[src/rtl/general_group_sequencer_if.sv]
// Bus between the instruction decoder / core and the general-group sequencer.
//
// master : decoder/core side; drives phase strobes, opcode, interrupt lines
//          and acknowledge, and observes the sequencer outputs.
// slave  : the sequencer itself.
//
// Signals
//   execute, commit    phase strobes (commit marks the instruction boundary)
//   instruction_op     general-group opcode, valid with the strobes
//   irq, irq_mask      level interrupt requests and per-line enables
//   int_ack            core accepts int_req (1-cycle pulse)
//   eix, dix, retix    1-cycle strobes, cycle after execute
//   haltx              1-cycle strobe, cycle after commit of HALT
//   ie                 interrupt-enable flag
//   int_req            interrupt request to the core
//   int_vector         winning interrupt line
//   halted             sequencer is in the HALTED state
//   wake               1-cycle strobe on HALTED->RUN
//   stack_err          sticky: RETI executed with an empty IE stack
interface general_group_sequencer_if #(
    parameter int OP_W    = 4,
    parameter int NUM_IRQ = 4,
    parameter int VEC_W   = (NUM_IRQ > 1) ? $clog2(NUM_IRQ) : 1
);
    logic               execute;
    logic               commit;
    logic [OP_W-1:0]    instruction_op;
    logic [NUM_IRQ-1:0] irq;
    logic [NUM_IRQ-1:0] irq_mask;
    logic               int_ack;
    logic               eix;
    logic               dix;
    logic               retix;
    logic               haltx;
    logic               ie;
    logic               int_req;
    logic [VEC_W-1:0]   int_vector;
    logic               halted;
    logic               wake;
    logic               stack_err;

    modport master (
        output execute, commit, instruction_op, irq, irq_mask, int_ack,
        input  eix, dix, retix, haltx, ie, int_req, int_vector, halted, wake, stack_err
    );

    modport slave (
        input  execute, commit, instruction_op, irq, irq_mask, int_ack,
        output eix, dix, retix, haltx, ie, int_req, int_vector, halted, wake, stack_err
    );
endinterface

[src/rtl/general_group_sequencer.sv]
// General-group control unit. Decodes HALT/EI/DI/RETI, issues phase-aligned
// strobes, owns the interrupt-enable flag (with a one-instruction EI shadow),
// prioritised pending interrupts, a nested IE save stack and a RUN/HALTED
// state machine that wakes on any enabled interrupt line.
//
// Ports
//   clk   system clock, rising edge
//   rst   asynchronous, active-high reset
//   bus   general_group_sequencer_if.slave (see interface header)
module general_group_sequencer #(
    parameter int OP_W       = 4,
    parameter int OP_HALT    = 0,
    parameter int OP_EI      = 1,
    parameter int OP_DI      = 2,
    parameter int OP_RETI    = 3,
    parameter int NUM_IRQ    = 4,
    parameter int NEST_DEPTH = 4
) (
    input  logic                      clk,
    input  logic                      rst,
    general_group_sequencer_if.slave  bus
);
    localparam int VEC_W   = (NUM_IRQ > 1) ? $clog2(NUM_IRQ) : 1;
    localparam int DEPTH_W = $clog2(NEST_DEPTH + 1);
    // Power-of-two storage so any depth-counter value is a legal index.
    localparam int STK_N   = 1 << DEPTH_W;

    localparam logic [0:0] ST_RUN    = 1'b0;
    localparam logic [0:0] ST_HALTED = 1'b1;

    logic [0:0]         state;
    logic               ie;
    logic               shadow;
    logic               int_req;
    logic [VEC_W-1:0]   int_vector;
    logic               stack_err;
    logic               eix_p1, dix_p1, retix_p1, haltx_p1, wake_p1;
    logic [NUM_IRQ-1:0] pend;
    logic [DEPTH_W-1:0] depth;
    logic               stack [STK_N];

    logic               dec_ei, dec_di, dec_reti, dec_halt;
    logic [NUM_IRQ-1:0] irq_live, eligible, ack_clr;
    logic [VEC_W-1:0]   win_vec;
    logic               win_any;
    logic               stack_empty, stack_full;
    logic [DEPTH_W-1:0] top_idx, push_idx, depth_nxt;
    logic               pop_val, push_val;
    logic               ack_ok, req_cond;

    // Opcode decode; unknown opcodes leave every flag low.
    always_comb begin
        dec_ei   = 1'b0;
        dec_di   = 1'b0;
        dec_reti = 1'b0;
        dec_halt = 1'b0;
        if (bus.execute) begin
            if (bus.instruction_op == OP_W'(OP_EI))        dec_ei   = 1'b1;
            else if (bus.instruction_op == OP_W'(OP_DI))   dec_di   = 1'b1;
            else if (bus.instruction_op == OP_W'(OP_RETI)) dec_reti = 1'b1;
        end
        if (bus.commit && (bus.instruction_op == OP_W'(OP_HALT))) dec_halt = 1'b1;
    end

    assign irq_live = bus.irq & bus.irq_mask;
    assign eligible = pend & bus.irq_mask;

    // Lowest-index eligible line wins: scan downwards so the last hit is lowest.
    always_comb begin
        win_vec = '0;
        win_any = 1'b0;
        for (int i = NUM_IRQ - 1; i >= 0; i--) begin
            if (eligible[i]) begin
                win_vec = VEC_W'(i);
                win_any = 1'b1;
            end
        end
    end

    assign stack_empty = (depth == '0);
    assign stack_full  = (depth == DEPTH_W'(NEST_DEPTH));
    assign top_idx     = depth - DEPTH_W'(1);
    // Popping an empty stack yields IE=1 (and flags the error).
    assign pop_val     = stack_empty ? 1'b1 : stack[top_idx];
    assign ack_ok      = bus.int_ack & int_req;
    assign req_cond    = ie & ~shadow & win_any & ~stack_full;
    assign ack_clr     = ack_ok ? (NUM_IRQ'(1) << int_vector) : '0;

    // Stack pointer update. ACK together with RETI is a pop followed by a push
    // of the popped value, so a non-empty stack keeps its depth and top entry.
    always_comb begin
        push_idx  = depth;
        push_val  = ie;
        depth_nxt = depth;
        if (ack_ok && dec_reti) begin
            push_idx  = stack_empty ? '0 : top_idx;
            push_val  = pop_val;
            depth_nxt = stack_empty ? DEPTH_W'(1) : depth;
        end else if (ack_ok) begin
            depth_nxt = depth + DEPTH_W'(1);
        end else if (dec_reti && !stack_empty) begin
            depth_nxt = top_idx;
        end
    end

    // Stack contents carry no reset; depth alone defines validity.
    always_ff @(posedge clk) begin
        if (ack_ok) stack[push_idx] <= push_val;
    end

    // Control state, strobes and interrupt request
    always_ff @(posedge clk or posedge rst) begin
        if (rst) begin
            state      <= ST_RUN;
            ie         <= 1'b0;
            shadow     <= 1'b0;
            int_req    <= 1'b0;
            int_vector <= '0;
            stack_err  <= 1'b0;
            pend       <= '0;
            depth      <= '0;
            eix_p1     <= 1'b0;
            dix_p1     <= 1'b0;
            retix_p1   <= 1'b0;
            haltx_p1   <= 1'b0;
            wake_p1    <= 1'b0;
        end else begin
            eix_p1   <= dec_ei;
            dix_p1   <= dec_di;
            retix_p1 <= dec_reti;
            haltx_p1 <= dec_halt;

            // An accepted interrupt always leaves IE clear, whatever else executes.
            if (ack_ok)        ie <= 1'b0;
            else if (dec_reti) ie <= pop_val;
            else if (dec_ei)   ie <= 1'b1;
            else if (dec_di)   ie <= 1'b0;

            if (dec_ei && !ack_ok) shadow <= 1'b1;
            else if (bus.commit)   shadow <= 1'b0;

            if (dec_reti && stack_empty) stack_err <= 1'b1;

            depth <= depth_nxt;
            pend  <= (pend | irq_live) & ~ack_clr;

            int_req <= ack_ok ? 1'b0 : req_cond;
            // Freeze the vector while a request is outstanding.
            if (!int_req || ack_ok) int_vector <= win_vec;

            wake_p1 <= 1'b0;
            if (state == ST_RUN) begin
                if (dec_halt) state <= ST_HALTED;
            end else if (|irq_live) begin
                state   <= ST_RUN;
                wake_p1 <= 1'b1;
            end
        end
    end

    assign bus.eix        = eix_p1;
    assign bus.dix        = dix_p1;
    assign bus.retix      = retix_p1;
    assign bus.haltx      = haltx_p1;
    assign bus.ie         = ie;
    assign bus.int_req    = int_req;
    assign bus.int_vector = int_vector;
    assign bus.halted     = (state == ST_HALTED);
    assign bus.wake       = wake_p1;
    assign bus.stack_err  = stack_err;
endmodule

[src/flat_wrapper.sv]
// flat-port wrapper written by rule: the top's interface ports become plain ports
module general_group_sequencer_flat 
#(
    parameter int OP_W       = 4,
    parameter int OP_HALT    = 0,
    parameter int OP_EI      = 1,
    parameter int OP_DI      = 2,
    parameter int OP_RETI    = 3,
    parameter int NUM_IRQ    = 4,
    parameter int NEST_DEPTH = 4
)
  (clk, rst, bus_execute, bus_commit, bus_instruction_op, bus_irq, bus_irq_mask, bus_int_ack, bus_eix, bus_dix, bus_retix, bus_haltx, bus_ie, bus_int_req, bus_int_vector, bus_halted, bus_wake, bus_stack_err);
  general_group_sequencer_if #(.OP_W(OP_W), .NUM_IRQ(NUM_IRQ), .VEC_W((2))) bus_i ();
  input  logic clk;
  input  logic rst;
  input wire logic [$bits(bus_i.execute)-1:0] bus_execute;
  input wire logic [$bits(bus_i.commit)-1:0] bus_commit;
  input wire logic [$bits(bus_i.instruction_op)-1:0] bus_instruction_op;
  input wire logic [$bits(bus_i.irq)-1:0] bus_irq;
  input wire logic [$bits(bus_i.irq_mask)-1:0] bus_irq_mask;
  input wire logic [$bits(bus_i.int_ack)-1:0] bus_int_ack;
  output wire logic [$bits(bus_i.eix)-1:0] bus_eix;
  output wire logic [$bits(bus_i.dix)-1:0] bus_dix;
  output wire logic [$bits(bus_i.retix)-1:0] bus_retix;
  output wire logic [$bits(bus_i.haltx)-1:0] bus_haltx;
  output wire logic [$bits(bus_i.ie)-1:0] bus_ie;
  output wire logic [$bits(bus_i.int_req)-1:0] bus_int_req;
  output wire logic [$bits(bus_i.int_vector)-1:0] bus_int_vector;
  output wire logic [$bits(bus_i.halted)-1:0] bus_halted;
  output wire logic [$bits(bus_i.wake)-1:0] bus_wake;
  output wire logic [$bits(bus_i.stack_err)-1:0] bus_stack_err;
  assign bus_i.execute = bus_execute;
  assign bus_i.commit = bus_commit;
  assign bus_i.instruction_op = bus_instruction_op;
  assign bus_i.irq = bus_irq;
  assign bus_i.irq_mask = bus_irq_mask;
  assign bus_i.int_ack = bus_int_ack;
  assign bus_eix = bus_i.eix;
  assign bus_dix = bus_i.dix;
  assign bus_retix = bus_i.retix;
  assign bus_haltx = bus_i.haltx;
  assign bus_ie = bus_i.ie;
  assign bus_int_req = bus_i.int_req;
  assign bus_int_vector = bus_i.int_vector;
  assign bus_halted = bus_i.halted;
  assign bus_wake = bus_i.wake;
  assign bus_stack_err = bus_i.stack_err;
  general_group_sequencer #(.OP_W(OP_W), .OP_HALT(OP_HALT), .OP_EI(OP_EI), .OP_DI(OP_DI), .OP_RETI(OP_RETI), .NUM_IRQ(NUM_IRQ), .NEST_DEPTH(NEST_DEPTH)) u_core (.clk(clk), .rst(rst), .bus(bus_i));
endmodule
[config.mk]
export PLATFORM = sky130hd
export DESIGN_NAME = general_group_sequencer_flat
export DESIGN_NICKNAME = d
export VERILOG_FILES = /design/src/rtl/general_group_sequencer_if.sv /design/src/rtl/general_group_sequencer.sv /design/src/flat_wrapper.sv
export SDC_FILE = /design/constraint.sdc
export NUM_CORES = 1
export LEC_CHECK = 0
export CAP_MARGIN = 20
export CORE_MARGIN = 1.5
export CORE_UTILIZATION = 50
export CTS_BUF_LIST = sky130_fd_sc_hd__clkbuf_8 sky130_fd_sc_hd__clkbuf_16
export DETAILED_ROUTE_END_ITERATION = 8
export PLACE_DENSITY = 0.77
export SLEW_MARGIN = 20
export SYNTH_ARGS = -nofsm -noshare
export SYNTH_HDL_FRONTEND = slang
export SYNTH_SLANG_ARGS = --single-unit
[constraint.sdc]
create_clock -name clk -period 3.2 [get_ports clk]
set_input_delay 0.8 -clock clk [delete_from_list [all_inputs] [get_ports clk]]
set_output_delay 0.8 -clock clk [all_outputs]
set_load 0.01 [all_outputs]
Word level (Yosys, flattened, before mapping)
Memories as Yosys holds them, arrays and structs flattened.
Cells that the tools add are included.
{ "op_classes": {"muxes": 41, "reduce_logical": 16, "magnitude_cmp": 0, "add_sub_neg": 2, "bitwise": 11, "n_eq_ne": 5, "div": 0, "n_mul": 0, "shifts": 1} }
{ "op_table": {"columns": ["operator", "count"], "rows": [
  ["$mux W1", 30],
  ["$mux W3", 6],
  ["$and A4 B4 Y4", 3],
  ["$eq A4 B2 Y1 const B", 2],
  ["$mux W2", 4],
  ["$logic_and A1 B1 Y1", 5],
  ["$and A1 B1 Y1", 4],
  ["$eq A4 B1 Y1 const B", 1],
  ["$logic_not A4 Y1", 1],
  ["$mux W4", 1],
  ["$not A4 Y4", 1],
  ["$or A4 B4 Y4", 1],
  ["$reduce_bool A4 Y1", 1],
  ["$reduce_or A4 Y1", 1],
  ["$shl A1 B2 Y4 const A", 1],
  ["$add A3 B1 Y3 const B", 1],
  ["$eq A3 B3 Y1 const B", 1],
  ["$logic_not A1 Y1", 3],
  ["$logic_not A3 Y1", 1],
  ["$reduce_bool A3 Y1", 1],
  ["$sub A3 B1 Y3 const B", 1],
  ["$ne A2 B1 Y1 const B", 1],
  ["$not A1 Y1", 2],
  ["$reduce_and A2 Y1", 1],
  ["2 further kinds", 2]
]} }
{ "word_totals": {"romBits": 0, "mem_count": 1, "reg_bits": 19, "latchBits": 0, "ram_bits": 8, "word_cells": 90, "output_inout_bits": 11} }
{ "mem_list": {"columns": ["name", "words", "word_bits", "read_ports", "rd_clocked_by_memory_dff", "write_ports", "line", "rtl"], "rows": [
  ["u_core.stack", 8, 1, 1, 0, 1, "general_group_sequencer.sv:40", "logic stack [STK_N];"]
]} }

Depth between registers and ports, before layout
{ "logic_depth": {"depth_word": 9, "depth_mapped": 9, "depth_no_buf": 7} }

Least setup slack after synthesis
Ideal clock, no wire load.
{ "synth_path": {"path_type": "input to register", "from": "input port bus_instruction_op[2]", "to": "memory u_core.stack[1], enable pin", "setup_ns": 0.292, "slack_ns": 1.139, "arrival_time_ns": 1.770, "cell_stages": 6, "required_ns": 2.908, "cell_sequence": "and4bb_2 > nand2_4 > inv_6 > nand2_4 > mux2i_4 > o211a_1"} }
{ "synth_via": {"elab_chain_cells": 7, "elab_cells_between_ends": 9, "cone_classes": "eq/ne (3); mux (5); reduce/logical (1)"} }
{ "synth_rtl": {"columns": ["item", "line", "rtl"], "rows": [
  ["start: declaration", "flat_wrapper.sv:18", "input wire logic [$bits(bus_i.instruction_op)-1:0] bus_instruction_op;"],
  ["$eq A4 B2 Y1", "general_group_sequencer.sv:60", "else if (bus.instruction_op == OP_W'(OP_RETI)) dec_reti = 1'b1;"],
  ["$mux W1", "general_group_sequencer.sv:60", null],
  ["$mux W1", "general_group_sequencer.sv:59", "else if (bus.instruction_op == OP_W'(OP_DI)) dec_di = 1'b1;"],
  ["$mux W1 *", "general_group_sequencer.sv:58", "if (bus.instruction_op == OP_W'(OP_EI)) dec_ei = 1'b1;"],
  ["$mux W1 *", "general_group_sequencer.sv:57", "if (bus.execute) begin"],
  ["via u_core.dec_reti", "general_group_sequencer.sv:42", "logic dec_ei, dec_di, dec_reti, dec_halt;"],
  ["$logic_and A1 B1 Y1 *", "general_group_sequencer.sv:95", "if (ack_ok && dec_reti) begin"],
  ["$mux W3 *", "general_group_sequencer.sv:95", null],
  ["end: declaration", "general_group_sequencer.sv:40", null]
]} }
Mark *: on every way through the listed nets, which the timed path passes. The rest lies on a longest branch.

Worst setup path after layout
{ "layout_path": {"from": "register u_core.depth[0]", "to": "memory u_core.stack[0], data pin"} }
{ "layout_via": {"elab_chain_cells": 4, "elab_cells_between_ends": 5, "cone_classes": "add/sub (1); mux (2); reduce/logical (1); memory (1)"} }
{ "layout_rtl": {"columns": ["item", "line", "rtl"], "rows": [
  ["start: declaration", "general_group_sequencer.sv:39", "logic [DEPTH_W-1:0] depth;"],
  ["start signal: assignment", "general_group_sequencer.sv:144", "depth <= depth_nxt;"],
  ["$sub A3 B1 Y3", "general_group_sequencer.sv:82", "assign top_idx = depth - DEPTH_W'(1);"],
  ["$mem_v2 Z8 W1", null, null],
  ["$mux W1 *", "general_group_sequencer.sv:84", "assign pop_val = stack_empty ? 1'b1 : stack[top_idx];"],
  ["$mux W1 *", "general_group_sequencer.sv:95", null],
  ["via u_core.push_val", "general_group_sequencer.sv:48", "logic pop_val, push_val;"]
]} }
Marked as above.

==> out/results.tsv <==
stage	metric	value	unit
critical_path	CP arrival	2.63	ns
power	Max IR drop VDD	494	uV
critical_path	Worst Path Max Fanout	10	
yosys	top-area cell type share of the netlist area	0.319	
critical_path	WP data required	3.29	ns
timing	crit path time final	2.54	ns
global_route	grt ovf	0	
critical_path	CP startpoint	u_core.depth[0]$_DFFE_PP0P_	
critical_path	startpoint class of the critical path	flop	
power	P_leak	0.771	nW
layout	Core Util, Final	0.654	
timing	Slew headroom	0.530	
drt	Initial DRC Count	33	
drt	total wire length	3.16	mm
power	total power	1.34	mW
critical_path	Setup crit end kind	flop	
cts	clock tree buffer depth	2	
die	top-level I/O count	28	
yosys	Syn Nets	170	
critical_path	FF-to-FF setup slack	0.66	ns
min_path	worst min path class	flop to flop	
cts	Sink Count	27	
drt	Avg WL per Cell	15.3	um
cts	CTS clk-pin slew, worst paths	0.09	ns
layout	n_diodes	0	
yosys	Distinct cells, synth	41	
timing	Final period util	0.794	
yosys	Post-Synth XOR/XNOR Area	0.0117	
timing	max-slew violations	0	
critical_path	R2R depth	6	
yosys	Synth Area in Compound Gates	0.194	
yosys	largest family of logic cells by synthesized area	simple AND/OR/NAND/NOR gates	
critical_path	FF-to-FF End	u_core.stack[0]$_DFFE_PP_	
layout	most frequent cells in the layout	clkdlybuf4s50_1 (27), dfrtp_1 (19), a21oi_1 (15)	
timing	Total Neg Setup Slack	0	ns
flow_run	Max Cap Viol	0	
yosys	Post-Syn Area per Cell	9.94	um^2
global_route	All-Layer GR Usage	0.214	
yosys	Post-Synth Simple-Gate Area	0.197	
drt	drt first pass iters	6	
yosys	Netlist Area Pre-Place	1490	um^2
layout	most common cell after layout, fill and taps aside	clkdlybuf4s50_1	
placed_design	Placer Congestion	0.887	
timing	Final Hold Vio Count	0	
timing	Tightest Pin Transition	0.704	ns
timing	Final setup viols	0	
die	DIE AREA	3320	um^2
power	Cell Pwr Density	737	nW/um^2
drt	DRC	0	
yosys	Syn. warnings	0	
drt	vias	1203	
die	row cnt	19	
critical_path	Slowest-stage cell, CP	dfrtp_1	
global_route	vias in the first global route	1168	
cts	Clk Latency, worst-skew pair	0.28	ns
min_path	WHS Endpoint	u_core.bus.stack_err$_DFFE_PP0P_	
placed_design	hpwl dp	2.36	mm
drt	vias per cell	5.81	
yosys	FF+latch count, synth	27	
min_path	min-delay src	u_core.bus.stack_err$_DFFE_PP0P_	
yosys	sequential share of the synthesized area	0.480	
drt	ANT nets after route	0	
global_route	largest net degree at the start of global routing	20	
yosys	adder-cell area share of the yosys netlist	0.0252	
layout	share of cells above drive strength 1	0.0625	
cts	CTS tree	yes	
timing	RSZ-0062 raised after global routing	no	
die	core box area	2780	um^2
die	Die H	57.6	um
cts	CTS root buf	clkbuf_8	
layout	Net count, final	197	
min_path	hold path cells	1	
timing	Worst Skew	0.00251	ns
timing	Max Clock Freq	394	MHz
run_status	outcome	finished, final reports clean	
global_route	first-pass GRT wire length	5.35	mm
global_route	antenna violations before repair	0	
layout	Area Overhead vs Synth	22.0	%
cts	# H-tree levels	1	
yosys	multiplexer area fraction after synthesis	0.0436	
yosys	Syn Inst Count	150	
cts	Hold-fix buffers, CTS	0	
placed_design	number of buffers added on ports	27	
critical_path	crit path cell chain	inv_1 -> ha_1 -> mux4_2 -> a21oi_1 -> a311oi_1 -> a41o_1	
critical_path	r2r startpoint	u_core.depth[0]$_DFFE_PP0P_	
critical_path	Worst path max stage delay	0.60	ns
cts	TritonCTS Buffers	3	
cts	Resize count post-CTS	0	
yosys	top cells by area, synth	dfrtp_1 (32%), edfxtp_1 (16%), a21oi_1 (5.0%)	
cts	Post-CTS Setup Repair Bufs	0	
yosys	area leader, netlist	dfrtp_1	
critical_path	Crit Path Category	flop to flop	
die	Die W	57.6	um
die	Starting Density	0.536	
critical path: cells and delay by family, from the launching register on:
kind	cells	cell delay, ns
compound gates	3	0.78
flops	1	0.60
fa+ha+maj	1	0.48
mux	1	0.27
buf+inv	1	0.21
logic make-up (layout without fill, tap and decap cells):
| logic type | Yosys count | in the layout |
|---|---|---|
| AND/OR/NAND/NOR | 55 | 55 |
| AO/OA/AOI/OAI | 44 | 44 |
| XOR/XNOR | 2 | 2 |
| multiplexers | 4 | 4 |
| adder cells (fa/ha/maj) | 3 | 3 |
| buffers and inverters | 15 | 41 |
| flip-flops | 27 | 27 |
cell type report:
| class | instances | area, um^2 |
|---|---|---|
| fill | 230 | 962 |
| clock inverter | 1 | 3.75 |
| clock buffer | 3 | 41.3 |
| multi-input combinational | 108 | 703 |
| sequential | 27 | 716 |
| tap | 31 | 38.8 |
| timing repair buffer | 28 | 278 |
| inverter | 9 | 38.8 |
layer usage:
metal,vias to the layer above,GRT usage,share of wire
met5,-,0,0
met4,0,0.0797,0.016
met3,5,0.0357,0.053
met2,37,0.328,0.45
met1,565,0.309,0.48
li1,596,-,-
power breakdown:
part,total [mW],internal (mW),leakage (nW),switching [mW]
logic,0.605,0.277,0.437,0.328
registers,0.540,0.441,0.307,0.0989
clock network,0.195,0.0863,0.0269,0.109
worst max path at each step:
stage | depth (start not counted) | slack, ns | end
global route | 6 | 0.48 | u_core.stack[1]$_DFFE_PP_
finish | 6 | 0.66 | u_core.stack[0]$_DFFE_PP_
detailed placement | 7 | 0.55 | u_core.stack[7]$_DFFE_PP_
CTS | 6 | 0.69 | u_core.stack[0]$_DFFE_PP_
global placement | 7 | 0.61 | u_core.stack[6]$_DFFE_PP_
floorplan | 6 | 1.14 | u_core.stack[1]$_DFFE_PP_
sequential cells by signal, indices dropped and copies added, names as in the netlist, 2 cells and up:
signal / cells
u_core.bus.int_vector: 2
u_core.stack: 8
u_core.pend: 4
u_core.depth: 3
Yosys cell counts (all sizes together):
cell type,number
o21bai,1
and3,1
a22oi,5
nand2b,4
ha,3
o21a,1
a32o,1
nand3b,1
nand2,14
nor2b,6
dfrtp,19
nand3,6
a21oi,15
edfxtp,8
nor3b,1
o22ai,1
xnor2,1
a21bo,1
mux4,1
nand4,1
o21ai,7
a31oi,1
o211a,1
buf,4
and4bb,1
o31a,1
a41o,2
and2,5
mux2i,3
a22o,1
o211ai,5
inv,9
nor3,5
clkbuf,2
xor2,1
nor2,10
a311oi,1
stage by stage:
stage / instances / instance area, um^2 / hold WS (ns) / worst slack, ns
floorplan: 150 / 1490 / 0.471 / 1.14
global placement: 203 / 1770 / 0.475 / 0.607
detailed placement: 203 / 1770 / 0.472 / 0.545
CTS: 207 / 1820 / 0.498 / 0.692
global route: 207 / 1820 / 0.524 / 0.484
finish: 207 / 1820 / 0.494 / 0.659
Note: power is estimated with default switching activity, not from simulation.
